==> src/rtl/uart_ctrl_pkg.sv <==
// Shared constants and types for the UART I/O controller.
package uart_ctrl_pkg;

    localparam int unsigned BYTE_W       = 8;
    localparam int unsigned WORD_W       = 32;
    localparam int unsigned TX_DEPTH_DEF = 16;
    localparam int unsigned RX_DEPTH_DEF = 16;

    typedef enum logic [1:0] {
        TX_IDLE,
        TX_LAUNCH,
        TX_BUSY
    } tx_state_t;

endpackage

==> src/rtl/sync_fifo.sv <==
// Single-clock FIFO with a registered head; push while full is accepted only
// when a pop happens in the same cycle.
module sync_fifo #(
    parameter int unsigned WIDTH = 8,
    parameter int unsigned DEPTH = 16
) (
    input  logic                     clk,
    input  logic                     rst,
    input  logic                     push,
    input  logic                     pop,
    input  logic [WIDTH-1:0]         din,
    output logic [WIDTH-1:0]         head,
    output logic                     full,
    output logic                     empty,
    output logic [$clog2(DEPTH):0]   count
);

    localparam int unsigned AW = $clog2(DEPTH);
    localparam int unsigned CW = AW + 1;

    logic [WIDTH-1:0] mem [DEPTH];
    logic [AW-1:0]    wr_ptr;
    logic [AW-1:0]    rd_ptr;
    logic [AW-1:0]    rd_ptr_next_c;
    logic             push_eff_c;
    logic             pop_eff_c;

    assign full          = (count == CW'(DEPTH));
    assign empty         = (count == '0);
    assign pop_eff_c     = pop && !empty;
    assign push_eff_c    = push && (!full || pop_eff_c);
    assign rd_ptr_next_c = pop_eff_c ? rd_ptr + AW'(1) : rd_ptr;

    always_ff @(posedge clk) begin
        if (push_eff_c) begin
            mem[wr_ptr] <= din;
        end
    end

    // Head tracks the slot rd_ptr will point at next; bypass din when it lands there.
    always_ff @(posedge clk or posedge rst) begin
        if (rst) begin
            wr_ptr <= '0;
            rd_ptr <= '0;
            count  <= '0;
            head   <= '0;
        end else begin
            if (push_eff_c) begin
                wr_ptr <= wr_ptr + AW'(1);
            end
            rd_ptr <= rd_ptr_next_c;
            case ({push_eff_c, pop_eff_c})
                2'b10:   count <= count + CW'(1);
                2'b01:   count <= count - CW'(1);
                default: count <= count;
            endcase
            if (push_eff_c && (wr_ptr == rd_ptr_next_c)) begin
                head <= din;
            end else begin
                head <= mem[rd_ptr_next_c];
            end
        end
    end

endmodule

==> src/rtl/uart_io_ctrl.sv <==
// Bridges exec-unit word requests to a byte-serial UART PHY through TX/RX FIFOs,
// with one pending request per direction when the buffers cannot serve at once.
module uart_io_ctrl
    import uart_ctrl_pkg::*;
#(
    parameter int unsigned TX_DEPTH = TX_DEPTH_DEF,
    parameter int unsigned RX_DEPTH = RX_DEPTH_DEF
) (
    input  logic              clk,
    input  logic              rst,
    input  logic              uart_wenable,
    input  logic [WORD_W-1:0] uart_wd,
    output logic              uart_wdone,
    input  logic              uart_renable,
    output logic              uart_rdone,
    output logic [WORD_W-1:0] uart_rd,
    output logic [BYTE_W-1:0] tx_data,
    output logic              tx_start,
    input  logic              tx_busy,
    input  logic [BYTE_W-1:0] rx_data,
    input  logic              rx_valid,
    output logic              rx_overflow
);

    tx_state_t                 tx_state;
    logic                      pend_wr;
    logic [BYTE_W-1:0]         pend_byte;
    logic                      pend_rd;

    logic                      wr_new_c;
    logic                      rd_new_c;
    logic                      tx_push_c;
    logic                      tx_pop_c;
    logic [BYTE_W-1:0]         tx_din_c;
    logic                      rx_pop_c;

    logic [BYTE_W-1:0]         tx_head;
    logic                      tx_full;
    logic                      tx_empty;
    logic [$clog2(TX_DEPTH):0] tx_count;
    logic [BYTE_W-1:0]         rx_head;
    logic                      rx_full;
    logic                      rx_empty;
    logic [$clog2(RX_DEPTH):0] rx_count;
    logic                      unused_bits_c;

    // Only the low byte of a write word travels; occupancy counts are informational.
    assign unused_bits_c = ^{uart_wd[WORD_W-1:BYTE_W], tx_count, rx_count};

    // Requests arriving while the same direction is pending are dropped.
    assign wr_new_c  = uart_wenable && !pend_wr;
    assign rd_new_c  = uart_renable && !pend_rd;
    assign tx_pop_c  = (tx_state == TX_IDLE) && !tx_empty && !tx_busy;
    assign tx_push_c = (wr_new_c && !tx_full) || (pend_wr && (!tx_full || tx_pop_c));
    assign tx_din_c  = pend_wr ? pend_byte : uart_wd[BYTE_W-1:0];
    assign rx_pop_c  = (rd_new_c || pend_rd) && !rx_empty;

    sync_fifo #(
        .WIDTH (BYTE_W),
        .DEPTH (TX_DEPTH)
    ) u_tx_fifo (
        .clk   (clk),
        .rst   (rst),
        .push  (tx_push_c),
        .pop   (tx_pop_c),
        .din   (tx_din_c),
        .head  (tx_head),
        .full  (tx_full),
        .empty (tx_empty),
        .count (tx_count)
    );

    sync_fifo #(
        .WIDTH (BYTE_W),
        .DEPTH (RX_DEPTH)
    ) u_rx_fifo (
        .clk   (clk),
        .rst   (rst),
        .push  (rx_valid),
        .pop   (rx_pop_c),
        .din   (rx_data),
        .head  (rx_head),
        .full  (rx_full),
        .empty (rx_empty),
        .count (rx_count)
    );

    // Exec-side handshakes, pending flags and overflow tracking.
    always_ff @(posedge clk or posedge rst) begin
        if (rst) begin
            uart_wdone  <= 1'b0;
            uart_rdone  <= 1'b0;
            uart_rd     <= '0;
            pend_wr     <= 1'b0;
            pend_byte   <= '0;
            pend_rd     <= 1'b0;
            rx_overflow <= 1'b0;
        end else begin
            uart_wdone <= tx_push_c;
            uart_rdone <= rx_pop_c;

            if (wr_new_c && tx_full) begin
                pend_wr   <= 1'b1;
                pend_byte <= uart_wd[BYTE_W-1:0];
            end else if (pend_wr && tx_push_c) begin
                pend_wr <= 1'b0;
            end

            if (rx_pop_c) begin
                uart_rd <= WORD_W'(rx_head);
            end

            if (rd_new_c && rx_empty) begin
                pend_rd <= 1'b1;
            end else if (rx_pop_c) begin
                pend_rd <= 1'b0;
            end

            if (rx_valid && rx_full && !rx_pop_c) begin
                rx_overflow <= 1'b1;
            end
        end
    end

    // TX launcher: one byte per PHY transfer, tx_busy is not trusted in LAUNCH.
    always_ff @(posedge clk or posedge rst) begin
        if (rst) begin
            tx_state <= TX_IDLE;
            tx_data  <= '0;
            tx_start <= 1'b0;
        end else begin
            case (tx_state)
                TX_IDLE: begin
                    if (tx_pop_c) begin
                        tx_data  <= tx_head;
                        tx_start <= 1'b1;
                        tx_state <= TX_LAUNCH;
                    end
                end
                TX_LAUNCH: begin
                    tx_start <= 1'b0;
                    tx_state <= TX_BUSY;
                end
                TX_BUSY: begin
                    if (!tx_busy) begin
                        tx_state <= TX_IDLE;
                    end
                end
                default: begin
                    tx_start <= 1'b0;
                    tx_state <= TX_IDLE;
                end
            endcase
        end
    end

endmodule

==> config.mk <==
export PLATFORM = sky130hd
export DESIGN_NAME = uart_io_ctrl
export DESIGN_NICKNAME = d
export VERILOG_FILES = /design/src/rtl/uart_ctrl_pkg.sv /design/src/rtl/sync_fifo.sv /design/src/rtl/uart_io_ctrl.sv
export SDC_FILE = /design/constraint.sdc
export NUM_CORES = 1
export LEC_CHECK = 0
export CELL_PAD_IN_SITES_DETAIL_PLACEMENT = 1
export CELL_PAD_IN_SITES_GLOBAL_PLACEMENT = 1
export CORE_MARGIN = 3
export CORE_UTILIZATION = 45
export CTS_BUF_LIST = sky130_fd_sc_hd__clkbuf_8
export DETAILED_ROUTE_END_ITERATION = 8
export MAX_ROUTING_LAYER = met4
export PLACE_DENSITY = 0.7
export SETUP_SLACK_MARGIN = 0.1
export SLEW_MARGIN = 15
export SYNTH_ARGS = -nofsm -noshare
export SYNTH_HDL_FRONTEND = slang
export SYNTH_SLANG_ARGS = --single-unit
==> constraint.sdc <==
create_clock -name clk -period 4.1 [get_ports clk]
set_input_delay 0.82 -clock clk [delete_from_list [all_inputs] [get_ports clk]]
set_output_delay 0.82 -clock clk [all_outputs]
set_load 0.05 [all_outputs]
==> After elaboration in Yosys (flattened, before gate mapping) <==
Memory sizes are Yosys's and may differ from the RTL's. A register that Yosys moved wholly into a read port is not among the register bits.
Cells that the tools add are included.
{ "op_classes": {"mux": 18, "eq_ne": 10, "n_addsub": 8, "reduce_logical": 39, "n_bitwise": 1} }
{ "op_table": {"columns": ["cell", "count"], "rows": [
  ["5-bit one-hot mux with 2 select lines", 2],
  ["4-bit by 1-bit adder with 4-bit output (second input constant)", 4],
  ["1-bit logical AND", 16],
  ["5-bit by 1-bit adder with 5-bit output (second input constant)", 2],
  ["5-bit equality test (second input constant)", 2],
  ["5-bit logical NOT", 2],
  ["5-bit by 1-bit subtractor with 5-bit output (second input constant)", 2],
  ["1-bit 2-to-1 mux", 9],
  ["1-bit logical NOT", 8],
  ["4-bit 2-to-1 mux", 2],
  ["8-bit 2-to-1 mux", 1],
  ["2-bit nonzero test", 4],
  ["2-bit by 1-bit equality test with 1-bit output (second input constant)", 3],
  ["2-bit equality test (second input constant)", 3],
  ["2-bit one-hot mux with 3 select lines", 1],
  ["2-bit AND reduction", 3],
  ["1-bit logical OR", 5],
  ["2-bit 2-to-1 mux", 2],
  ["2-bit inequality test (second input constant)", 2],
  ["2-bit logical NOT", 1],
  ["1-bit one-hot mux with 2 select lines", 1],
  ["1-bit NOT", 1]
]} }
{ "word_totals": {"ramBits": 256, "reg_bits": 58, "word_cells": 94, "out_inout_bits": 44, "in_bits": 46, "n_memories": 2} }
{ "mem_list": {"columns": ["name", "words", "width", "rd", "rd_clocked_by_memory_dff", "write_ports", "line", "rtl"], "rows": [
  ["u_rx_fifo.mem", 16, 8, 1, 1, 1, "sync_fifo.sv:21", "logic [WIDTH-1:0] mem [DEPTH];"],
  ["u_tx_fifo.mem", 16, 8, 1, 1, 1, "sync_fifo.sv:21", null]
]} }

==> Logic depth before layout (Yosys ltp) <==
Gate-level depths: netlist of the first run.
{ "logic_depth": {"word_depth": 10, "ltp_mapped": 17, "ltp_nobuf": 14} }

==> Hierarchy <==
A second synthesis of the first run with hierarchy kept.
{ "hier_totals": {"cells_unflattened": 1110, "hier_area_um2": 15651.3} }
{ "by_module_without_submodules": {"columns": ["module", "area_each_um2", "seq_area_each_um2", "instances", "cells_per_inst"], "rows": [
  ["sync_fifo (u_rx_fifo)", 7118.1, 4369.2, 1, 485],
  ["sync_fifo (u_tx_fifo)", 7024.2, 4369.2, 1, 517],
  ["uart_io_ctrl", 1508.9, 800.8, 1, 108]
]} }

==> Least setup slack after synthesis of the first run <==
OpenSTA, ideal clock, no wires.
{ "synth_timing": {"path_type": "input port to flip-flop", "startpoint": "input port tx_busy", "endpoint": "register u_tx_fifo.count[4]", "setup_ps": 132, "setup_slack_ps": 698, "arrival_ps": 3270, "path_stages": 15, "n_path_buf": 2, "required_ps": 3968, "cell_sequence": "nor3_1 o21ai_0 nand2_1 clkbuf_1 inv_1 ha_1 clkbuf_1 xor2_1 ha_1 o21ai_0 a21oi_1 a21oi_1 xor2_1 nor2_1 xor2_1"} }
{ "synth_between": {"elab_chain_len": 8, "word_cells_on_any_way": 12, "classes_between": "2 x eq/ne; 1 x mux; 9 x reduce/logical"} }
{ "synth_rtl": {"columns": ["element", "line", "rtl"], "rows": [
  ["start: declaration", "uart_io_ctrl.sv:19", "input logic tx_busy,"],
  ["1-bit logical NOT (*)", null, null],
  ["1-bit logical AND (*)", "uart_io_ctrl.sv:53", "assign tx_pop_c = (tx_state == TX_IDLE) && !tx_empty && !tx_busy;"],
  ["1-bit logical OR (*)", "uart_io_ctrl.sv:54", "assign tx_push_c = (wr_new_c && !tx_full) || (pend_wr && (!tx_full || tx_pop_c));"],
  ["1-bit logical AND (*)", "uart_io_ctrl.sv:54", null],
  ["1-bit logical OR (*)", "uart_io_ctrl.sv:54", null],
  ["named net tx_push_c", "uart_io_ctrl.sv:32", "logic tx_push_c;"],
  ["1-bit logical AND (*)", "sync_fifo.sv:31", "assign push_eff_c = push && (!full || pop_eff_c);"],
  ["2-bit by 1-bit equality test with 1-bit output / 2-bit equality test (equally long branches)", "sync_fifo.sv:52", "case ({push_eff_c, pop_eff_c})"],
  ["5-bit one-hot mux with 2 select lines / 2-bit nonzero test (equally long branches)", null, null],
  ["end signal: assignment", "sync_fifo.sv:53", "2'b10: count <= count + CW'(1);"],
  ["end signal: assignment", "sync_fifo.sv:54", "2'b01: count <= count - CW'(1);"],
  ["end signal: assignment", "sync_fifo.sv:55", "default: count <= count;"],
  ["end: declaration", "sync_fifo.sv:15", "output logic [$clog2(DEPTH):0] count"]
]} }
The timed path passes the listed nets; every way through them passes the cells marked *.
A chain may end at the register's enable or synchronous reset.

==> Final worst setup path of the first run <==
{ "layout_timing": {"startpoint": "register u_tx_fifo.count[1]", "endpoint": "register u_tx_fifo.head[4], read port of u_tx_fifo.mem"} }
{ "layout_between": {"elab_chain_len": 6} }
{ "layout_rtl": {"columns": ["element", "line", "rtl"], "rows": [
  ["5-bit logical NOT (*)", "sync_fifo.sv:29", "assign empty = (count == '0);"],
  ["1-bit logical NOT (*)", "sync_fifo.sv:30, uart_io_ctrl.sv:53", null],
  ["1-bit logical AND (2 in series)", "uart_io_ctrl.sv:53", null],
  ["1-bit logical AND (*)", "sync_fifo.sv:30", "assign pop_eff_c = pop && !empty;"],
  ["4-bit 2-to-1 mux (*)", "sync_fifo.sv:32", "assign rd_ptr_next_c = pop_eff_c ? rd_ptr + AW'(1) : rd_ptr;"],
  ["end: declaration", "sync_fifo.sv:12", "output logic [WIDTH-1:0] head,"]
]} }
Every way passes the cells marked *; elsewhere a longest branch is shown, timed or not.

==> run_summary.xml, run 1 <==
<?xml version="1.0" encoding="UTF-8"?>
<metrics>
  <group name="global_route">
    <metric name="grt_util_all_layers" unit="">0.1980</metric>
    <metric name="grt_first_pass_wirelength" unit="mm">48.91</metric>
    <metric name="vias_in_the_first_global_route" unit="">8372</metric>
    <metric name="grt_max_degree" unit="">40</metric>
    <metric name="overflow_after_grt" unit="">0</metric>
    <metric name="antenna_found_initial" unit="">0</metric>
  </group>
  <group name="pwr">
    <metric name="intPower" unit="mW">7.840</metric>
    <metric name="pwr-share-clk" unit="">0.209</metric>
    <metric name="pwr-share-comb" unit="">0.424</metric>
    <metric name="power_density" unit="nW/um^2">806.9</metric>
    <metric name="seqPwrFrac" unit="">0.368</metric>
    <metric name="power.switching_fraction" unit="">0.3852</metric>
    <metric name="report.power.total" unit="mW">12.75</metric>
    <metric name="vdd.ir_drop.worst" unit="mV">0.3686</metric>
    <metric name="switching_power" unit="mW">4.913</metric>
    <metric name="total_leakage_power" unit="nW">5.878</metric>
  </group>
  <group name="timing">
    <metric name="final-hold-violation-count" unit="">0</metric>
    <metric name="fin_crit" unit="ns">3.348</metric>
    <metric name="worstMarginPinSlew" unit="ns">0.8905</metric>
    <metric name="grt_setup_unrepaired" unit="">no</metric>
    <metric name="maximum_clock_frequency" unit="GHz">0.2986</metric>
    <metric name="tns" unit="ns">0</metric>
    <metric name="clock-skew-final" unit="ns">0.02803</metric>
    <metric name="relSlewSlack" unit="">0.4041</metric>
    <metric name="finalMaxSlewViolations" unit="">0</metric>
    <metric name="crit_path_setup_slack_layout" unit="ns">0.7515</metric>
    <metric name="setup_viol_count_final" unit="">0</metric>
    <metric name="post-route-period-util" unit="">0.8167</metric>
  </group>
  <group name="floorplanning">
    <metric name="floorplan.io_pins" unit="">90</metric>
    <metric name="floorplan.rows" unit="">63</metric>
    <metric name="die_area" unit="um^2">32790</metric>
    <metric name="die_h" unit="um">181.1</metric>
    <metric name="die-width" unit="um">181.1</metric>
    <metric name="initial_standard_cell_utilization_of_the_core" unit="">0.4606</metric>
    <metric name="coreArea" unit="um^2">29950</metric>
  </group>
  <group name="setup_path">
    <metric name="worst_r2r_path_depth" unit="">9</metric>
    <metric name="regToRegSetupSlack" unit="ns">0.75</metric>
    <metric name="setup.worst_path.class" unit="">reg -&gt; reg</metric>
    <metric name="critPathCaptureType" unit="">flop</metric>
    <metric name="timing.critical_path.cells" unit="">or4_4 &gt; o21ai_4 &gt; buf_4 &gt; mux2i_1 &gt; buf_4 &gt; xnor2_1 &gt; nand3_1 &gt; nor3_4 &gt; mux2_2</metric>
    <metric name="timing.critical_path.buf_inv" unit="">2</metric>
    <metric name="rr_endpoint" unit="">u_tx_fifo.head[4]</metric>
    <metric name="worst_ep_arrival_time" unit="ns">3.81</metric>
    <metric name="worst_path_max_stage_delay" unit="ns">0.59</metric>
    <metric name="cp_data_required_time" unit="ns">4.56</metric>
    <metric name="path_max_fanout" unit="">15</metric>
    <metric name="start_kind" unit="">flop</metric>
    <metric name="worst_path_dominant_cell_family" unit="">simple AND/OR/NAND/NOR gates</metric>
    <metric name="crit_path_top_delay_cell" unit="">sky130_fd_sc_hd__or4_4</metric>
    <metric name="timing.rr.start" unit="">u_tx_fifo.count[1]</metric>
    <metric name="critical_path.most_common_cell" unit="">sky130_fd_sc_hd__buf_4</metric>
  </group>
  <group name="job">
    <metric name="max_cap_violations" unit="">0</metric>
  </group>
  <group name="layout">
    <metric name="final_net_count" unit="">1048</metric>
    <metric name="finalNonFillerCells" unit="">1419</metric>
    <metric name="drive_above_1_share" unit="">0.1808</metric>
    <metric name="fillerInstances" unit="">2913</metric>
    <metric name="antenna_cells_inserted" unit="">0</metric>
    <metric name="area_growth_syn_to_layout" unit="%">14.57</metric>
  </group>
  <group name="yosys">
    <metric name="ys_seq_area_frac" unit="">0.6915</metric>
    <metric name="synth-edff-count" unit="">256</metric>
    <metric name="postSynthRegisterBits" unit="">330</metric>
    <metric name="yosysWarningCount" unit="">0</metric>
    <metric name="synth_async_sr_flop_share" unit="">0.2242</metric>
    <metric name="post_synth_top_flop" unit="">sky130_fd_sc_hd__edfxtp_1</metric>
    <metric name="post_synth.cell_area_avg" unit="um^2">15.61</metric>
    <metric name="postSynthCellCount" unit="">884</metric>
    <metric name="synthDistinctLibCells" unit="">55</metric>
    <metric name="post_synth_instance_area" unit="um^2">13800</metric>
  </group>
  <group name="detailed_routing">
    <metric name="detail_route.wirelength" unit="mm">31.61</metric>
    <metric name="via_count" unit="">7738</metric>
    <metric name="detail_route.first_pass.iterations" unit="">5</metric>
    <metric name="post_dr_wirelength_cell" unit="um">22.27</metric>
    <metric name="avgViaCountPerCell" unit="">5.453</metric>
    <metric name="post-route-drc-count" unit="">0</metric>
    <metric name="drt_first_iter_violations" unit="">427</metric>
    <metric name="drt.antenna.violating_nets" unit="">0</metric>
  </group>
  <group name="clock_tree">
    <metric name="ctsResizeCount" unit="">0</metric>
    <metric name="cts_buffers" unit="">54</metric>
    <metric name="cts_post_setup_buffers_inserted" unit="">0</metric>
    <metric name="clk_slew_on_worst_s_h_paths" unit="ns">0.06</metric>
    <metric name="worstSkewPairLatency" unit="ns">0.61</metric>
    <metric name="htreeDepth" unit="">2</metric>
    <metric name="clock_tree_from_tritoncts" unit="">done</metric>
    <metric name="cts-hold-fix-buffers" unit="">0</metric>
    <metric name="ctsRootBufferMaster" unit="">sky130_fd_sc_hd__clkbuf_8</metric>
    <metric name="clock_sink_count" unit="">330</metric>
    <metric name="ctsLongestPathBuffers" unit="">3</metric>
  </group>
  <group name="place">
    <metric name="place_ws" unit="ns">0.3419</metric>
    <metric name="dp_cells" unit="">1317</metric>
    <metric name="port_buffers" unit="">41</metric>
    <metric name="place.gp.congestion" unit="">0.8074</metric>
    <metric name="half_perimeter_wire_length_of_the_detailed_placement_result" unit="mm">20.59</metric>
  </group>
  <group name="run_status">
    <metric name="status" unit="">complete, no violations</metric>
  </group>
  <group name="min_path">
    <metric name="min_to" unit="">tx_data[2]</metric>
    <metric name="min_delay_path_depth" unit="">2</metric>
    <metric name="hold_class" unit="">reg -&gt; reg</metric>
    <metric name="holdCritStartpoint" unit="">u_tx_fifo.head[2]</metric>
  </group>
</metrics>
## stage by stage
step                      cell area, um^2  hold WS (ns)  utilization
after detailed placement            14810        0.4292       0.4943
final                               15810        0.4427       0.5277
after global placement              14810        0.4221       0.4943
after CTS                           15810        0.4459       0.5277
after global routing                15810        0.4692       0.5277
after floorplan                     13880        0.4143            -
## final cells by class
class / instances / area (um^2) / area share
Clock inverter: 47 / 241.5 / 0.01528
Multi-Input combinational cell: 492 / 3901 / 0.2468
Tap cell: 390 / 488.0 / 0.03087
Sequential cell: 330 / 9539 / 0.6035
Inverter: 21 / 82.58 / 0.005225
Timing Repair Buffer: 84 / 795.8 / 0.05035
Clock buffer: 55 / 757.0 / 0.04789
## state kept, by name, summed over array words and instances, names as in the netlist, 2 cells and up
name,cells
u_rx_fifo.wr_ptr,4
u_tx_fifo.count,5
u_rx_fifo.head,8
tx_data,8
u_tx_fifo.mem,128
u_rx_fifo.mem,128
pend_byte,8
u_rx_fifo.rd_ptr,4
tx_state,2
u_rx_fifo.count,5
u_tx_fifo.head,8
uart_rd,8
u_tx_fifo.wr_ptr,4
u_tx_fifo.rd_ptr,4
## layout by cell type (no fill, tap or decap), types with 35 or more instances in the layout
cell                              instances
sky130_fd_sc_hd__a21oi_1                 51
sky130_fd_sc_hd__buf_4                   38
sky130_fd_sc_hd__clkbuf_8                55
sky130_fd_sc_hd__clkdlybuf4s50_1         41
sky130_fd_sc_hd__dfrtp_1                 74
sky130_fd_sc_hd__edfxtp_1               256
sky130_fd_sc_hd__mux2_2                  35
sky130_fd_sc_hd__mux2i_1                 57
sky130_fd_sc_hd__nand2_1                 79
sky130_fd_sc_hd__nor2_1                  37
## worst max path at each step
stage,start,to,slack (ns),depth (start not counted)
after floorplan,tx_busy,u_tx_fifo.count[4],0.70,15
after global placement,tx_busy,u_tx_fifo.head[4],0.40,11
after detailed placement,uart_renable,u_rx_fifo.head[3],0.34,10
after CTS,u_tx_fifo.count[1],u_tx_fifo.head[4],0.75,9
after global routing,u_rx_fifo.count[0],u_rx_fifo.head[5],0.50,8
final,u_tx_fifo.count[1],u_tx_fifo.head[4],0.75,9
## logic make-up (layout without fill, tap and decap cells)
| kind of cell | count (synthesis) | in the layout | share of synthesized area |
|---|---|---|---|
| DFF | 330 | 330 | 0.6915 |
| and+or+nand+nor | 171 | 171 | 0.05823 |
| AOI/OAI and AO/OA | 124 | 124 | 0.06149 |
| muxes | 118 | 118 | 0.1117 |
| buffers and inverters | 85 | 207 | 0.03347 |
| xor gates and xnor gates | 36 | 36 | 0.02558 |
| adders and majority gates | 19 | 19 | 0.01778 |
| other | 1 | 24 | 0.0002718 |
## synth_stat cells, types with 2 or more instances
master | number | area share
sky130_fd_sc_hd__o21ai_0 | 9 | 0.0033
sky130_fd_sc_hd__xnor2_1 | 24 | 0.015
sky130_fd_sc_hd__nand2_1 | 79 | 0.021
sky130_fd_sc_hd__nor2_1 | 37 | 0.010
sky130_fd_sc_hd__nor3b_1 | 5 | 0.0027
sky130_fd_sc_hd__a31oi_1 | 2 | 0.00091
sky130_fd_sc_hd__ha_1 | 18 | 0.016
sky130_fd_sc_hd__nor4_1 | 10 | 0.0045
sky130_fd_sc_hd__o211ai_1 | 2 | 0.0011
sky130_fd_sc_hd__nor3_1 | 9 | 0.0033
sky130_fd_sc_hd__inv_1 | 18 | 0.0049
sky130_fd_sc_hd__o22ai_1 | 9 | 0.0041
sky130_fd_sc_hd__a21o_1 | 2 | 0.0011
sky130_fd_sc_hd__nand3_1 | 4 | 0.0015
sky130_fd_sc_hd__nand4_1 | 2 | 0.00091
sky130_fd_sc_hd__buf_1 | 3 | 0.00082
sky130_fd_sc_hd__nand2b_1 | 4 | 0.0018
sky130_fd_sc_hd__mux4_2 | 24 | 0.039
sky130_fd_sc_hd__a2bb2oi_1 | 2 | 0.0013
sky130_fd_sc_hd__a21oi_1 | 51 | 0.019
sky130_fd_sc_hd__buf_2 | 6 | 0.0022
sky130_fd_sc_hd__and3_1 | 6 | 0.0027
sky130_fd_sc_hd__and2_1 | 9 | 0.0041
sky130_fd_sc_hd__dfrtp_1 | 74 | 0.13
sky130_fd_sc_hd__xor2_1 | 10 | 0.0063
sky130_fd_sc_hd__a221o_1 | 8 | 0.0058
sky130_fd_sc_hd__mux2i_1 | 58 | 0.042
sky130_fd_sc_hd__buf_6 | 2 | 0.0016
sky130_fd_sc_hd__a221oi_1 | 32 | 0.020
sky130_fd_sc_hd__edfxtp_1 | 256 | 0.56
sky130_fd_sc_hd__clkbuf_1 | 25 | 0.0068
sky130_fd_sc_hd__buf_4 | 27 | 0.015
sky130_fd_sc_hd__mux2_2 | 35 | 0.029
## per-layer routing
layer  part of all wire  global-route usage
met5                  0                   -
met2               0.53              0.3496
met1               0.41              0.2350
met4              0.024             0.05728
met3              0.039             0.03221
## power by group through the flow
stage,logic (mW),clock network (mW),registers [mW]
2_1_floorplan,3.52,0,4.89
3_3_place_gp,5.33,0,4.72
3_5_place_dp,5.45,0,4.76
4_1_cts,5.48,2.73,4.70
5_1_grt,5.85,2.88,4.76
6_report,5.40,2.66,4.69
## worst reg2reg max path, cell delays in order (launching register included)
cell,delay [ns]
sky130_fd_sc_hd__dfrtp_1,0.48
sky130_fd_sc_hd__or4_4,0.59
sky130_fd_sc_hd__o21ai_4,0.18
sky130_fd_sc_hd__buf_4,0.25
sky130_fd_sc_hd__mux2i_1,0.22
sky130_fd_sc_hd__buf_4,0.26
sky130_fd_sc_hd__xnor2_1,0.14
sky130_fd_sc_hd__nand3_1,0.21
sky130_fd_sc_hd__nor3_4,0.50
sky130_fd_sc_hd__mux2_2,0.41
Note: power is estimated with default switching activity, not from simulation.
==> run 2: changes to the inputs <==
==> constraint.sdc (replaced) <==
create_clock -name clk -period 3.5 [get_ports clk]
set_input_delay 0.7 -clock clk [delete_from_list [all_inputs] [get_ports clk]]
set_output_delay 0.7 -clock clk [all_outputs]
set_load 0.05 [all_outputs]
==> run 2 against run 1 <==
Against the previous run:
- clock skew decreased by 0.013 ns
- non-clock buffer count increased by 25
- setup slack got worse by 0.40 ns
- fmax grew 6.3%
- sequential cell count unchanged
- clock power up 19%
- first-iteration DRC count down 1.4%
==> run_summary.xml, run 2 (synthesis results as in run 1) <==
<?xml version="1.0" encoding="UTF-8"?>
<metrics>
  <group name="layout">
    <metric name="commonest_non_fill_non_tap_cell_in_the_layout" unit="">sky130_fd_sc_hd__edfxtp_1</metric>
    <metric name="area_growth_syn_to_layout" unit="%">16.33</metric>
    <metric name="multi_input_combinational_cell_area" unit="um^2">3901</metric>
    <metric name="final_net_count" unit="">1073</metric>
    <metric name="most-common-layout-cells" unit="">sky130_fd_sc_hd__edfxtp_1, sky130_fd_sc_hd__nand2_1, sky130_fd_sc_hd__dfrtp_1, sky130_fd_sc_hd__clkbuf_8, sky130_fd_sc_hd__buf_4</metric>
    <metric name="antenna_cells_inserted" unit="">0</metric>
    <metric name="fillerInstances" unit="">2874</metric>
    <metric name="drive_above_1_share" unit="">0.2004</metric>
    <metric name="ff_latch_area" unit="um^2">9539</metric>
    <metric name="top_regs" unit="">u_rx_fifo.mem x128, u_tx_fifo.mem x128</metric>
  </group>
  <group name="place">
    <metric name="place.gp.congestion" unit="">0.8286</metric>
    <metric name="half_perimeter_wire_length_of_the_detailed_placement_result" unit="mm">20.83</metric>
    <metric name="port_buffers" unit="">41</metric>
    <metric name="place_ws" unit="ns">-0.05260</metric>
  </group>
  <group name="floorplanning">
    <metric name="die_h" unit="um">181.1</metric>
    <metric name="floorplan.rows" unit="">63</metric>
    <metric name="die_area" unit="um^2">32790</metric>
    <metric name="initial_standard_cell_utilization_of_the_core" unit="">0.4606</metric>
    <metric name="floorplan.io_pins" unit="">90</metric>
    <metric name="coreArea" unit="um^2">29950</metric>
    <metric name="die-width" unit="um">181.1</metric>
  </group>
  <group name="min_path">
    <metric name="min_delay_path_depth" unit="">2</metric>
    <metric name="holdCritStartpoint" unit="">u_tx_fifo.head[7]</metric>
    <metric name="hold_class" unit="">reg -&gt; reg</metric>
    <metric name="min_to" unit="">tx_data[7]</metric>
  </group>
  <group name="clock_tree">
    <metric name="clock_sink_count" unit="">330</metric>
    <metric name="cts_post_setup_buffers_inserted" unit="">0</metric>
    <metric name="htreeDepth" unit="">2</metric>
    <metric name="clk_slew_on_worst_s_h_paths" unit="ns">0.06</metric>
    <metric name="worstSkewPairLatency" unit="ns">0.58</metric>
    <metric name="cts-hold-fix-buffers" unit="">0</metric>
    <metric name="ctsRootBufferMaster" unit="">sky130_fd_sc_hd__clkbuf_8</metric>
    <metric name="ctsResizeCount" unit="">0</metric>
    <metric name="cts_buffers" unit="">54</metric>
    <metric name="ctsLongestPathBuffers" unit="">3</metric>
    <metric name="clock_tree_from_tritoncts" unit="">done</metric>
  </group>
  <group name="global_route">
    <metric name="grt_first_pass_wirelength" unit="mm">49.49</metric>
    <metric name="grt_util_all_layers" unit="">0.2011</metric>
    <metric name="grt_max_degree" unit="">43</metric>
    <metric name="overflow_after_grt" unit="">0</metric>
    <metric name="vias_in_the_first_global_route" unit="">8454</metric>
    <metric name="antenna_found_initial" unit="">0</metric>
  </group>
  <group name="setup_path">
    <metric name="worst_ep_arrival_time" unit="ns">3.57</metric>
    <metric name="worst_r2r_path_depth" unit="">7</metric>
    <metric name="cp_data_required_time" unit="ns">3.92</metric>
    <metric name="timing.rr.start" unit="">u_rx_fifo.count[0]</metric>
    <metric name="rr_endpoint" unit="">u_rx_fifo.head[7]</metric>
    <metric name="setup.worst_path.class" unit="">reg -&gt; reg</metric>
    <metric name="regToRegSetupSlack" unit="ns">0.35</metric>
    <metric name="critPathCaptureType" unit="">flop</metric>
    <metric name="path_max_fanout" unit="">8</metric>
    <metric name="start_kind" unit="">flop</metric>
  </group>
  <group name="pwr">
    <metric name="vdd.ir_drop.worst" unit="mV">0.4545</metric>
    <metric name="report.power.total" unit="mW">15.23</metric>
    <metric name="power_density" unit="nW/um^2">948.9</metric>
    <metric name="total_leakage_power" unit="nW">6.034</metric>
  </group>
  <group name="timing">
    <metric name="post-route-period-util" unit="">0.8999</metric>
    <metric name="worstMarginPinSlew" unit="ns">0.8391</metric>
    <metric name="setup_viol_count_final" unit="">0</metric>
    <metric name="final-hold-violation-count" unit="">0</metric>
    <metric name="crit_path_setup_slack_layout" unit="ns">0.3504</metric>
    <metric name="relSlewSlack" unit="">0.4385</metric>
    <metric name="grt_setup_unrepaired" unit="">no</metric>
    <metric name="clock-skew-final" unit="ns">0.01523</metric>
    <metric name="fin_crit" unit="ns">3.150</metric>
    <metric name="finalMaxSlewViolations" unit="">0</metric>
    <metric name="maximum_clock_frequency" unit="GHz">0.3175</metric>
  </group>
  <group name="detailed_routing">
    <metric name="drt.antenna.violating_nets" unit="">0</metric>
    <metric name="via_count" unit="">7766</metric>
    <metric name="drt_first_iter_violations" unit="">421</metric>
    <metric name="detail_route.first_pass.iterations" unit="">4</metric>
    <metric name="post-route-drc-count" unit="">0</metric>
    <metric name="post_dr_wirelength_cell" unit="um">22.05</metric>
    <metric name="avgViaCountPerCell" unit="">5.382</metric>
    <metric name="detail_route.wirelength" unit="mm">31.82</metric>
  </group>
  <group name="job">
    <metric name="max_cap_violations" unit="">0</metric>
  </group>
  <group name="run_status">
    <metric name="status" unit="">complete, no violations</metric>
  </group>
</metrics>
-- run 2: cell count changes in the layout (fill, tap and decap cells not counted), moves of 2 or more --
cell / delta
sky130_fd_sc_hd__clkinv_1: -4
sky130_fd_sc_hd__clkinv_2: -3
sky130_fd_sc_hd__inv_8: -2
sky130_fd_sc_hd__inv_1: +3
sky130_fd_sc_hd__buf_4: +23
sky130_fd_sc_hd__buf_12: +2
sky130_fd_sc_hd__clkbuf_8: +6
-- run 2: worst max-delay path, cell delays in order, from the launching register on --
cell and delay [ns]:
sky130_fd_sc_hd__dfrtp_1 0.45, sky130_fd_sc_hd__or4_1 0.60, sky130_fd_sc_hd__o211ai_2 0.35, sky130_fd_sc_hd__mux2_2 0.24, sky130_fd_sc_hd__a2bb2oi_1 0.68, sky130_fd_sc_hd__a221oi_1 0.15
sky130_fd_sc_hd__nor4_1 0.34, sky130_fd_sc_hd__a21oi_1 0.18
-- run 2: final cells by class --
cell class / instances / share of cell area
Clock buffer: 61 / 0.05231
Multi-Input combinational cell: 492 / 0.2431
Clock inverter: 40 / 0.01185
Inverter: 21 / 0.005145
Timing Repair Buffer: 109 / 0.06284
Tap cell: 390 / 0.03040
Sequential cell: 330 / 0.5944
-- run 2: stage by stage --
step	std cells	hold WS (ns)	cell area, um^2	util	setup TNS [ns]
2_1_floorplan	907	0.4143	13880	-	0
3_3_place_gp	1342	0.4272	15020	0.5014	0
3_5_place_dp	1342	0.4250	15020	0.5014	-0.06293
4_1_cts	1443	0.4434	16050	0.5358	0
5_1_grt	1443	0.4662	16050	0.5358	0
6_report	1443	0.4406	16050	0.5358	0
-- run 2: worst max-delay path by stage --
stage                       startpoint            endpoint  slack [ns]  cells after the start
global route        u_rx_fifo.count[0]   u_rx_fifo.head[7]        0.17                      7
finish              u_rx_fifo.count[0]   u_rx_fifo.head[7]        0.35                      7
floorplan                      tx_busy  u_tx_fifo.count[4]        0.22                     15
detailed placement        uart_renable   u_rx_fifo.head[1]       -0.05                     10
global placement          uart_renable   u_rx_fifo.head[1]        0.05                     10
CTS                 u_rx_fifo.count[0]   u_rx_fifo.head[1]        0.31                     10
-- run 2: power breakdown --
group / internal (mW) / switching [mW]
clock: 1.66 / 1.51
combinational: 2.80 / 3.77
sequential: 5.01 / 0.471
total: 9.48 / 5.75
-- run 2: layer usage --
layer,part of all wire,track usage,vias up
li1,-,-,3578
met1,0.40,0.2389,3955
met2,0.53,0.3494,163
met3,0.040,0.03523,70
met4,0.027,0.06520,0
met5,0,-,-
